## config.mk

```make
export PLATFORM = sky130hd
export DESIGN_NAME = regfile_wb_arbiter
export DESIGN_NICKNAME = d
export VERILOG_FILES = /design/src/rtl/cpu_pkg.sv /design/src/rtl/wb_fifo.sv /design/src/rtl/regfile_wb_arbiter.sv
export SDC_FILE = /design/constraint.sdc
export NUM_CORES = 1
export LEC_CHECK = 0
export ABC_AREA = 1
export CORE_MARGIN = 2
export CORE_UTILIZATION = 25
export DETAILED_ROUTE_END_ITERATION = 7
export PLACE_DENSITY_LB_ADDON = 0.12
export SYNTH_ARGS = -nofsm -noshare
export SYNTH_HDL_FRONTEND = slang
export SYNTH_SLANG_ARGS = --single-unit
```

## constraint.sdc

```tcl
create_clock -name in_clk -period 9.2 [get_ports in_clk]
set_input_delay 1.84 -clock in_clk [delete_from_list [all_inputs] [get_ports in_clk]]
set_output_delay 1.84 -clock in_clk [all_outputs]
set_load 0.02 [all_outputs]
```

## src/rtl/cpu_pkg.sv

```systemverilog
`default_nettype none
// ============================================================================
//  Module      : cpu_pkg
//  Description : Shared types and constants for the register-file write-port
//                arbiter and its MDU result FIFO.
//  Revision    : 1.0 - initial release
// ============================================================================
package cpu_pkg;

    // Arbiter FSM: normal sharing, or a forced MDU drain slot.
    typedef enum logic [0:0] {
        S_NORMAL = 1'b0,
        S_FORCE  = 1'b1
    } state_t;

    // One queued MDU write. live=0 marks an entry squashed by a younger write.
    typedef struct packed {
        logic        live;
        logic [4:0]  addr;
        logic [31:0] data;
    } entry_t;

    localparam logic [4:0] REG_ZERO = 5'd0;

    // One-hot decode of a register number.
    function automatic logic [31:0] reg_onehot(input logic [4:0] i_addr);
        return 32'd1 << i_addr;
    endfunction

endpackage
`default_nettype wire

```

## src/rtl/wb_fifo.sv

```systemverilog
`default_nettype none
// ============================================================================
//  Module      : wb_fifo
//  Description : Circular buffer of pending MDU writes with an address-match
//                squash port and a pending-register mask.
//  Revision    : 1.0 - initial release
// ============================================================================
module wb_fifo
    import cpu_pkg::*;
#(
    parameter int DEPTH = 4
) (
    input  logic                     i_clk,
    input  logic                     i_rst,
    input  logic                     i_push,
    input  entry_t                   i_push_entry,
    input  logic                     i_pop,
    input  logic                     i_squash,
    input  logic [4:0]               i_squash_addr,
    output entry_t                   o_head,
    output logic                     o_head_valid,
    output logic                     o_full,
    output logic [$clog2(DEPTH):0]   o_count,
    output logic [31:0]              o_pend_mask
);

    localparam int                  c_PTR_W = $clog2(DEPTH);
    localparam logic [c_PTR_W:0]    c_FULL  = (c_PTR_W + 1)'(DEPTH);

    entry_t               r_mem [DEPTH];
    logic [c_PTR_W-1:0]   r_rd;
    logic [c_PTR_W-1:0]   r_wr;
    logic [c_PTR_W:0]     r_count;
    logic [31:0]          w_mask;

    // Storage, pointers and occupancy; popped slots are marked dead so the
    // mask only needs the live bits, never the pointer range.
    always_ff @(posedge i_clk or posedge i_rst) begin
        if (i_rst) begin
            for (int i = 0; i < DEPTH; i++) begin
                r_mem[i] <= '0;
            end
            r_rd    <= '0;
            r_wr    <= '0;
            r_count <= '0;
        end else begin
            if (i_squash) begin
                for (int i = 0; i < DEPTH; i++) begin
                    if (r_mem[i].addr == i_squash_addr) begin
                        r_mem[i].live <= 1'b0;
                    end
                end
            end
            if (i_pop) begin
                r_mem[r_rd].live <= 1'b0;
                r_rd             <= r_rd + 1'b1;
            end
            if (i_push) begin
                r_mem[r_wr] <= i_push_entry;
                r_wr        <= r_wr + 1'b1;
            end
            case ({i_push, i_pop})
                2'b10:   r_count <= r_count + 1'b1;
                2'b01:   r_count <= r_count - 1'b1;
                default: r_count <= r_count;
            endcase
        end
    end

    // Pending-write mask from registered live bits only.
    always_comb begin
        w_mask = '0;
        for (int i = 0; i < DEPTH; i++) begin
            if (r_mem[i].live) begin
                w_mask = w_mask | reg_onehot(r_mem[i].addr);
            end
        end
    end

    assign o_head       = r_mem[r_rd];
    assign o_head_valid = (r_count != '0);
    assign o_full       = (r_count == c_FULL);
    assign o_count      = r_count;
    assign o_pend_mask  = w_mask;

endmodule
`default_nettype wire

```

## src/rtl/regfile_wb_arbiter.sv

```systemverilog
`default_nettype none
// ============================================================================
//  Module      : regfile_wb_arbiter
//  Description : Shares the register-file write port between the writeback
//                stage and buffered MDU results, with a starvation-forced
//                drain slot and a pending-write mask for hazard detection.
//  Revision    : 1.0 - initial release
// ============================================================================
module regfile_wb_arbiter
    import cpu_pkg::*;
#(
    parameter int DEPTH        = 4,
    parameter int STARVE_LIMIT = 8
) (
    input  logic                     in_clk,
    input  logic                     in_rst,
    input  logic                     in_pipe_wena,
    input  logic [4:0]               in_pipe_addr,
    input  logic [31:0]              in_pipe_data,
    input  logic                     in_mdu_valid,
    input  logic [4:0]               in_mdu_addr,
    input  logic [31:0]              in_mdu_data,
    output logic                     out_mdu_ready,
    output logic                     out_rd_wena,
    output logic [4:0]               out_rd_addr,
    output logic [31:0]              out_rd_data,
    output logic                     out_pipe_stall,
    output logic [31:0]              out_pend_mask,
    output logic [$clog2(DEPTH):0]   out_fifo_count
);

    localparam int                  c_AGE_W = $clog2(STARVE_LIMIT + 1);
    localparam logic [c_AGE_W-1:0]  c_LIMIT = c_AGE_W'(STARVE_LIMIT);

    state_t               r_state;
    logic [c_AGE_W-1:0]   r_age;

    entry_t               w_head;
    entry_t               w_push_entry;
    logic                 w_head_valid;
    logic                 w_head_live;
    logic                 w_full;
    logic                 w_pipe_act;
    logic                 w_push;
    logic                 w_pop;
    logic                 w_squash;

    assign w_pipe_act    = in_pipe_wena && (in_pipe_addr != REG_ZERO);
    assign w_head_live   = w_head_valid && w_head.live;
    assign out_mdu_ready = !w_full && !in_rst;
    // r0 results are accepted but dropped.
    assign w_push        = in_mdu_valid && out_mdu_ready && (in_mdu_addr != REG_ZERO);
    assign w_push_entry  = '{live: 1'b1, addr: in_mdu_addr, data: in_mdu_data};
    assign out_pipe_stall = (r_state == S_FORCE);

    wb_fifo #(
        .DEPTH (DEPTH)
    ) u_fifo (
        .i_clk         (in_clk),
        .i_rst         (in_rst),
        .i_push        (w_push),
        .i_push_entry  (w_push_entry),
        .i_pop         (w_pop),
        .i_squash      (w_squash),
        .i_squash_addr (in_pipe_addr),
        .o_head        (w_head),
        .o_head_valid  (w_head_valid),
        .o_full        (w_full),
        .o_count       (out_fifo_count),
        .o_pend_mask   (out_pend_mask)
    );

    // Write-port mux: force slot drains the head, else pipeline wins, else
    // a live head fills the idle slot; a dead head pops in any write-free cycle.
    always_comb begin
        out_rd_wena = 1'b0;
        out_rd_addr = '0;
        out_rd_data = '0;
        w_pop       = 1'b0;
        w_squash    = 1'b0;
        if (!in_rst) begin
            if (r_state == S_FORCE) begin
                if (w_head_live) begin
                    out_rd_wena = 1'b1;
                    out_rd_addr = w_head.addr;
                    out_rd_data = w_head.data;
                    w_pop       = 1'b1;
                end
            end else if (w_pipe_act) begin
                out_rd_wena = 1'b1;
                out_rd_addr = in_pipe_addr;
                out_rd_data = in_pipe_data;
                w_squash    = 1'b1;
            end else if (w_head_live) begin
                out_rd_wena = 1'b1;
                out_rd_addr = w_head.addr;
                out_rd_data = w_head.data;
                w_pop       = 1'b1;
            end
            if (!out_rd_wena && w_head_valid && !w_head.live) begin
                w_pop = 1'b1;
            end
        end
    end

    // Head age counter and NORMAL/FORCE state machine.
    always_ff @(posedge in_clk or posedge in_rst) begin
        if (in_rst) begin
            r_state <= S_NORMAL;
            r_age   <= '0;
        end else begin
            case (r_state)
                S_NORMAL: begin
                    if ((r_age == c_LIMIT) && w_head_live) begin
                        r_state <= S_FORCE;
                    end
                end
                default: r_state <= S_NORMAL;
            endcase
            if (w_pop || !w_head_live) begin
                r_age <= '0;
            end else if (r_age != c_LIMIT) begin
                r_age <= r_age + 1'b1;
            end
        end
    end

endmodule
`default_nettype wire

```

==> results_dict.tcl, run 1 <==
set metrics [dict create \
    drive_above_1_share_pct 9.69 \
    crit_buf_inv 3 \
    cts.clk_slew.worst_paths_ps 60 \
    drt_pre_antenna_iters 6 \
    timing.rr.end "r_age[2]" \
    fin_crit_ps 6380 \
    h-tree-depth 4 \
    dieArea_um2 40700 \
    drt_iter0_markers 680 \
    gp_congestion 0.909 \
    critPathCaptureType "primary output" \
    vias_per_cell 4.81 \
    r2r_cells 8 \
    synth_seq_cells 164 \
    layout_commonest_cell "nand2_1" \
    min_from "u_fifo.r_mem[96]" \
    vdd_drop_max_v 0.000113 \
    drc 0 \
    cts.path.max_buffers 2 \
    io_buffers 152 \
    tns_ps 0 \
    cts_root_buffer "clkbuf_16" \
    syn_to_final_growth_pct 23.8 \
    first_global_vias 9048 \
    dpl.hpwl_um 21600 \
    grt_pass1_wl_um 52600 \
    period_share_pct 69.3 \
    critical_path_required_ps 7360 \
    rsz0062_at_grt "no" \
    io_pins 153 \
    crit_start "in_rst" \
    cp_top_family "buffers and inverters" \
    start_util_pct 25.3 \
    vias 9099 \
    final_cell_mix "299 x nand2_1, 163 x dfrtp_1, 152 x clkdlybuf4s50_1" \
    fillCellCount 4189 \
    syn-num-nets 1355 \
    holdWs_ps 474 \
    grt_overflow 0 \
    status "finished clean" \
    finalSetupViolations 0 \
    core_area_um2 38600 \
    cts_tree "done" \
    hold_path_class "reg -> reg" \
    clock.fmax_ghz 0.157 \
    yosysWarnings 0 \
    syn_area_um2 9780 \
    crit_path_max_incr_delay_ps 660 \
    rr_startpoint "u_fifo.r_rd[1]" \
    cp_slowest_cell "clkdlybuf4s50_1" \
    crit_type "in -> out" \
    startpoint_type "input port" \
    synthCells 1265 \
    cp_common_cell "clkdlybuf4s50_1" \
    cts_sinks 164 \
    yosysSeqAreaShare_pct 42.0 \
    holdPathStages 2 \
    antenna_found_initial 1 \
    relSlewSlack_pct 35.7 \
    ant_nets 0 \
    hold_viol_final 0 \
    post-cts-setup-buffers 0 \
    cts-resized-gates 0 \
    holdBufCountCts 0 \
    crit_chain "clkdlybuf4s50_1 > inv_6 > nand2_1 > nor2_4 > nand2_4 > o22ai_2 > clkdlybuf4s50_1" \
    finalNetCount 1450 \
    slew_viol_final 0 \
    cp.arrival_ps 4540 \
    num_rows 72 \
    ff2ff_setup_slack_ps 6780 \
    grt_use_total_pct 16.6 \
    ys_types 38 \
    wl_um 33200 \
    syn_area_per_cell_um2 7.73 \
    numCtsBuffers 17 \
    holdPathEnd "u_fifo.r_mem[96]" \
    grt_max_degree 83 \
    crit_fanout 48 \
    insertion_delay_ps 420 \
    tightest_slew_ps 965 \
    drv_cap 0 \
    dieWidth_um 202 \
    fin_skew_ps 5.79 \
    cellLeakagePower_nw 5.29 \
    wl_per_cell_um 17.6 \
    die_h_um 202 \
    power_density_nw_per_um2 321 \
]
==> worst register-to-register path: stages, from the launching register on <==
cell	delay, ps
dfrtp_1	320
buf_4	470
inv_1	460
buf_4	410
nand3_1	160
nand2_2	100
nor2_1	110
nand2_1	140
nor3_1	160
==> routing by layer <==
layer  share of wire (%)  global-route usage [%]  up-vias
li1                    -                       -     4443
met1                  46                    22.4     4297
met2                  46                    26.8      305
met3                 5.6                    3.01       54
met4                 2.1                    5.36        0
met5                   0                       0        -
==> cell families after synthesis <==
family	share of synthesized area [%]
xor gates and xnor gates	0.896
AOI/OAI and AO/OA	21.7
DFF	42.0
adders and majority gates	1.61
buffers and inverters	9.36
and+or+nand+nor	24.5
==> power breakdown <==
part / internal, mW / switching, mW / total (mW) / leakage [nW]
registers: 1.04 / 0.291 / 1.33 / 2.06
logic: 0.668 / 1.20 / 1.87 / 2.94
clock network: 0.406 / 0.284 / 0.690 / 0.288
total: 2.11 / 1.78 / 3.89 / 5.29
==> worst max-delay path by stage <==
stage	endpoint	slack, ps	cells after the start
floorplan	out_rd_data[0]	630	5
global placement	out_rd_data[31]	2780	7
detailed placement	out_rd_addr[1]	2740	7
CTS	out_rd_data[31]	2740	7
global route	out_rd_addr[1]	2580	7
finish	out_rd_addr[1]	2820	7
==> final cells by class <==
class | count | area, µm² | share of cell area [%]
multi-input cells | 914 | 4790 | 39.6
flip-flops and latches | 164 | 4110 | 33.9
repair buffers | 163 | 1600 | 13.2
well taps | 518 | 648 | 5.35
clock buffers | 23 | 498 | 4.11
inverters | 100 | 380 | 3.14
clock inverters | 9 | 76.3 | 0.630
diodes | 1 | 2.50 | 0.0207
==> flip-flops by register name, indices dropped and copies added (netlist names) <==
register,flops
u_fifo.r_mem,152
r_age,4
out_pipe_stall,1
u_fifo.r_wr,2
u_fifo.o_count,3
u_fifo.r_rd,2
==> metrics by stage <==
stage / setup WS (ps) / std cells / instance area, µm² / utilization (%) / power [mW]
after floorplan: 626 / 1265 / 9780 / - / 2.56
after global placement: 2780 / 1859 / 11500 / 29.8 / 3.22
after detailed placement: 2740 / 1859 / 11500 / 29.8 / 3.22
after CTS: 2740 / 1891 / 12100 / 31.3 / 3.94
after global routing: 2580 / 1891 / 12100 / 31.3 / 4.22
final: 2820 / 1892 / 12100 / 31.3 / 3.89
==> synth_stat cells <==
cell type | n | area, µm²
a31oi_4 | 1 | 21.3
o22ai_2 | 3 | 37.5
buf_6 | 22 | 248
nand2_2 | 3 | 18.8
a21oi_1 | 17 | 85.1
nand2_1 | 299 | 1120
inv_1 | 93 | 349
clkinv_1 | 2 | 7.51
nor2_1 | 112 | 420
o22ai_1 | 2 | 12.5
dfrtp_1 | 164 | 4100
buf_2 | 23 | 115
o22a_1 | 32 | 280
o21ai_1 | 52 | 260
nand4_1 | 28 | 175
nor3_1 | 15 | 75.1
o21ai_2 | 67 | 587
ha_1 | 11 | 138
nand3_1 | 87 | 435
a31oi_1 | 6 | 37.5
inv_2 | 5 | 18.8
nor2_4 | 1 | 11.3
clkbuf_1 | 37 | 139
o211ai_1 | 1 | 7.51
xnor2_1 | 6 | 52.6
buf_4 | 5 | 37.5
o21ai_0 | 141 | 706
nand4_2 | 5 | 62.6
a22oi_1 | 3 | 22.5
o2111ai_1 | 7 | 61.3
or2_2 | 1 | 6.26
nand3_2 | 1 | 10.0
fa_1 | 1 | 20.0
xor2_1 | 4 | 35.0
nand3b_1 | 1 | 7.51
nand2_4 | 1 | 11.3
nor2_2 | 1 | 6.26
nor4_1 | 5 | 31.3
(Power assumes the default switching activity.)
==> inputs of run 2 (changes only) <==
==> constraint.sdc (replaced) <==
create_clock -name in_clk -period 5.5 [get_ports in_clk]
set_input_delay 1.1 -clock in_clk [delete_from_list [all_inputs] [get_ports in_clk]]
set_output_delay 1.1 -clock in_clk [all_outputs]
set_load 0.02 [all_outputs]
==> results_dict.tcl, run 2 (synthesized netlist as in run 1, its figures left out) <==
set metrics [dict create \
    status "finished clean" \
    start_util_pct 25.3 \
    critical_path_required_ps 4400 \
    period_share_pct 87.9 \
    core_area_um2 38600 \
    syn_to_final_growth_pct 25.3 \
    fin_crit_ps 4830 \
    vdd_drop_max_v 0.000208 \
    final_cell_mix "299 x nand2_1, 163 x dfrtp_1, 152 x clkdlybuf4s50_1" \
    cp.arrival_ps 3730 \
    finalSetupViolations 0 \
    fin_skew_ps 9.86 \
    drc 0 \
    holdPathEnd "u_fifo.r_mem[85]" \
    holdPathStages 2 \
    seqCellArea_um2 4110 \
    die_h_um 202 \
    slew_viol_final 0 \
    largest_reg_flops 152 \
    tns_ps 0 \
    first_global_vias 8920 \
    cts.path.max_buffers 2 \
    critPathCaptureType "primary output" \
    insertion_delay_ps 430 \
    rsz0062_at_grt "no" \
    cp_slowest_cell "clkdlybuf4s50_1" \
    wl_um 33200 \
    crit_fanout 35 \
    ff2ff_setup_slack_ps 3140 \
    crit_buf_inv 3 \
    multi_input_area_um2 4790 \
    crit_chain "clkdlybuf4s50_1 > inv_1 > nand4_1 > nand2_2 > nand2_4 > o22ai_2 > clkdlybuf4s50_1" \
    timing.rr.end "u_fifo.r_mem[135]" \
    grt_pass1_wl_um 52600 \
    power.internal_mw 3.76 \
    cts.clk_slew.worst_paths_ps 60 \
    place_ws_ps 646 \
    drive_above_1_share_pct 9.67 \
    grt_overflow 0 \
    holdBufCountCts 0 \
    hold_path_class "reg -> reg" \
    post-cts-setup-buffers 0 \
    combPwrFrac_pct 45.6 \
    largest-register "u_fifo.r_mem" \
    clock.fmax_ghz 0.207 \
    fillCellCount 4200 \
    drt_iter0_markers 621 \
    worst_slack_ps 666 \
    wl_per_cell_um 17.6 \
    holdWs_ps 476 \
    num_rows 72 \
    antenna_found_initial 1 \
    cts_tree "done" \
    p_switching_mw 2.99 \
    cts-resized-gates 0 \
    hold_viol_final 0 \
    io_pins 153 \
    drt_pre_antenna_iters 7 \
    layout_commonest_cell "nand2_1" \
    drv_cap 0 \
    startpoint_type "input port" \
    min_from "u_fifo.r_mem[85]" \
    r2r_cells 6 \
    cts_root_buffer "clkbuf_16" \
    grt_max_degree 165 \
    p_seq_share_pct 33.7 \
    power_density_nw_per_um2 551 \
    dieArea_um2 40700 \
    rr_startpoint "u_fifo.o_count[1]" \
    pwr-share-clk_pct 20.7 \
    switching_share_pct 44.3 \
    tightest_slew_ps 1070 \
    cp_top_family "buffers and inverters" \
    numCtsBuffers 17 \
    dpl.hpwl_um 22000 \
    cellLeakagePower_nw 5.34 \
    io_buffers 152 \
    cp_common_cell "clkdlybuf4s50_1" \
    crit_type "in -> out" \
    vias_per_cell 4.82 \
    grt_use_total_pct 16.5 \
    crit_path_max_incr_delay_ps 660 \
    h-tree-depth 4 \
    relSlewSlack_pct 28.9 \
    vias 9124 \
    finalNetCount 1452 \
    gp_congestion 0.902 \
    ant_nets 0 \
    dieWidth_um 202 \
    cts_sinks 164 \
]
run 2: worst register-to-register path, cell delays in order (launching register included):
cell and delay [ps]:
dfrtp_1 380, inv_2 80, a31oi_4 370, nand4_4 720, buf_4 530, nand2_1 100
o21ai_1 60
run 2: area by class of cell:
class	count	area share, %
repair buffers	165	13.3
flip-flops and latches	164	33.5
clock buffers	24	4.02
diodes	1	0.0204
well taps	518	5.29
inverters	100	3.10
clock inverters	8	1.58
multi-input cells	914	39.1
run 2: how the worst max path moves through the flow:
| stage | cells past startpoint | startpoint | endpoint |
|---|---|---|---|
| after floorplan | 6 | in_rst | out_rd_addr[0] |
| after global placement | 8 | in_pipe_addr[3] | out_rd_data[18] |
| after detailed placement | 8 | in_pipe_addr[3] | out_rd_data[11] |
| after CTS | 8 | in_pipe_addr[3] | out_rd_data[11] |
| after global routing | 8 | in_pipe_addr[2] | out_rd_data[17] |
| final | 7 | in_pipe_addr[3] | out_rd_addr[2] |
run 2: stage by stage:
stage	instance area, µm²	std cells	utilization (%)	power, mW
3_5_place_dp	11600	1861	29.9	5.39
2_1_floorplan	9780	1265	-	4.29
6_report	12200	1894	31.7	6.75
3_3_place_gp	11600	1861	29.9	5.38
5_1_grt	12200	1893	31.7	7.28
4_1_cts	12200	1893	31.7	6.82
run 2: layer usage:
| layer | vias to the layer above | track usage, % | share of wire (%) |
|---|---|---|---|
| li1 | 4453 | - | - |
| met5 | - | 0 | 0.051 |
| met1 | 4333 | 22.7 | 47 |
| met4 | 2 | 4.83 | 1.6 |
| met3 | 48 | 2.74 | 5.1 |
| met2 | 288 | 26.8 | 46 |
run 2: power by group through the flow:
stage          combinational (mW)  clock (mW)  sequential, mW
4_1_cts                      3.12        1.43            2.26
5_1_grt                      3.44        1.49            2.35
3_5_place_dp                 3.12           0            2.28
6_report                     3.08        1.39            2.28
3_3_place_gp                 3.11           0            2.27
2_1_floorplan                2.29           0            2.00
==> inputs of run 3 (changes only) <==
--- a/config.mk
+++ b/config.mk
@@ -6,8 +6,10 @@
 export NUM_CORES = 1
 export LEC_CHECK = 0
 export ABC_AREA = 1
-export CORE_MARGIN = 2
+export ABC_CLOCK_PERIOD_IN_PS = 5500
+export CORE_MARGIN = 1.5
 export CORE_UTILIZATION = 25
+export CTS_CLUSTER_DIAMETER = 40
 export DETAILED_ROUTE_END_ITERATION = 7
 export PLACE_DENSITY_LB_ADDON = 0.12
 export SYNTH_ARGS = -nofsm -noshare
==> results_dict.tcl, run 3 (synthesized netlist as in run 1, its figures left out) <==
set metrics [dict create \
    r2r_cells 6 \
    cts.clk_slew.worst_paths_ps 60 \
    numCtsBuffers 17 \
    startpoint_type "input port" \
    p_seq_share_pct 34.0 \
    syn_to_final_growth_pct 24.9 \
    vias 8991 \
    hold_viol_final 0 \
    start_util_pct 25.3 \
    cts_root_buffer "clkbuf_16" \
    drive_above_1_share_pct 9.87 \
    wl_per_cell_um 17.4 \
    p_switching_mw 2.97 \
    dieWidth_um 201 \
    hold_path_class "reg -> reg" \
    wl_um 33000 \
    fillCellCount 4096 \
    combPwrFrac_pct 46.4 \
    largest_reg_flops 152 \
    relSlewSlack_pct 32.3 \
    grt_overflow 0 \
    drv_cap 0 \
    switching_share_pct 44.7 \
    h-tree-depth 4 \
    critPathCaptureType "primary output" \
    cts-resized-gates 0 \
    cts_tree "done" \
    drt_iter0_markers 606 \
    cellLeakagePower_nw 5.33 \
    power.internal_mw 3.67 \
    placed_area_um2 11600 \
    die_h_um 201 \
    cts_sinks 164 \
    power_density_nw_per_um2 544 \
    finalSetupViolations 0 \
    clock.fmax_ghz 0.210 \
    slew_viol_final 0 \
    power_mw 6.64 \
    fin_skew_ps 11.5 \
    crit_type "in -> out" \
    layout_commonest_cell "nand2_1" \
    fin_cells 1897 \
    fin_crit_ps 4760 \
    first_global_vias 8987 \
    holdPathStages 2 \
    holdWs_ps 475 \
    core_area_um2 38600 \
    critical_path_required_ps 4400 \
    cts.path.max_buffers 2 \
    ant_nets 0 \
    final_cell_mix "299 x nand2_1, 163 x dfrtp_1, 152 x clkdlybuf4s50_1" \
    insertion_delay_ps 430 \
    post-cts-setup-buffers 0 \
    largest-register "u_fifo.r_mem" \
    status "finished clean" \
    vias_per_cell 4.74 \
    drt_pre_antenna_iters 6 \
    rsz0062_at_grt "no" \
    pwr-share-clk_pct 19.6 \
    io_buffers 152 \
    period_share_pct 86.6 \
    dieArea_um2 40300 \
    dpl.hpwl_um 21900 \
    grt_pass1_wl_um 52300 \
    grt_use_total_pct 16.6 \
    io_pins 153 \
    fin_util_pct 31.6 \
    drc 0 \
    finalNetCount 1455 \
    fin_area_um2 12200 \
    cp.arrival_ps 3660 \
    holdBufCountCts 0 \
    tightest_slew_ps 1010 \
    num_rows 72 \
    gp_congestion 0.941 \
    grt_max_degree 76 \
    antenna_found_initial 1 \
    vdd_drop_max_v 0.000265 \
    dp.cells 1864 \
    crit_fanout 35 \
]
==> run 3: cell types whose count changed in the layout (fill, tap and decap cells not counted), sizes merged <==
cell / before / now
buf: 13 / 16
bufinv: 6 / 4
clkinv: 4 / 5
clkinvlp: 1 / 2
==> run 3: power by group through the flow <==
stage | sequential [mW] | clock [mW] | combinational [mW]
2_1_floorplan | 2.00 | 0 | 2.29
3_3_place_gp | 2.25 | 0 | 3.10
3_5_place_dp | 2.26 | 0 | 3.11
4_1_cts | 2.24 | 1.34 | 3.12
5_1_grt | 2.33 | 1.38 | 3.45
6_report | 2.26 | 1.30 | 3.08
==> run 3: final timing paths <==
kind / startpoint / end / slack [ps]
max reg2reg: u_fifo.o_count[1] / u_fifo.r_mem[106] / 3000
min in group asynchronous: in_rst / u_fifo.o_count[0] / 1370
max in group asynchronous: in_rst / u_fifo.r_rd[0] / 2810
min reg2reg: u_fifo.r_mem[100] / u_fifo.r_mem[100] / 480
max: in_pipe_addr[1] / out_rd_data[31] / 740
min: u_fifo.r_mem[100] / u_fifo.r_mem[100] / 480
==> run 3: through the flow <==
step | setup slack (ps) | setup TNS [ps]
6_report | 735 | 0
5_1_grt | 498 | 0
4_1_cts | 688 | 0
3_5_place_dp | 720 | 0
3_3_place_gp | 769 | 0
2_1_floorplan | -9.17 | -218
==> run 3: critical path, cell delays in order <==
cell and delay [ps]:
clkdlybuf4s50_1 610, inv_2 150, nand4_1 190, nand2_2 210, nand2_4 380, o21ai_0 330
clkdlybuf4s50_1 640
==> run 3: metal layers <==
layer,wire length (µm),global-route usage (%),vias to the layer above
li1,-,-,4442
met1,15300,22.1,4240
met2,15500,27.2,253
met3,1430,2.55,56
met4,781,6.58,0
met5,0,0,-
==> run 3: cell type report <==
type | instances | area (µm²) | share of cell area (%)
antenna | 1 | 2.50 | 0.0205
clock buffer | 24 | 492 | 4.03
clock inverter | 8 | 146 | 1.20
inverter | 100 | 379 | 3.11
multi-input combinational | 914 | 4790 | 39.3
sequential | 164 | 4110 | 33.6
tap | 518 | 648 | 5.31
timing repair buffer | 168 | 1640 | 13.4
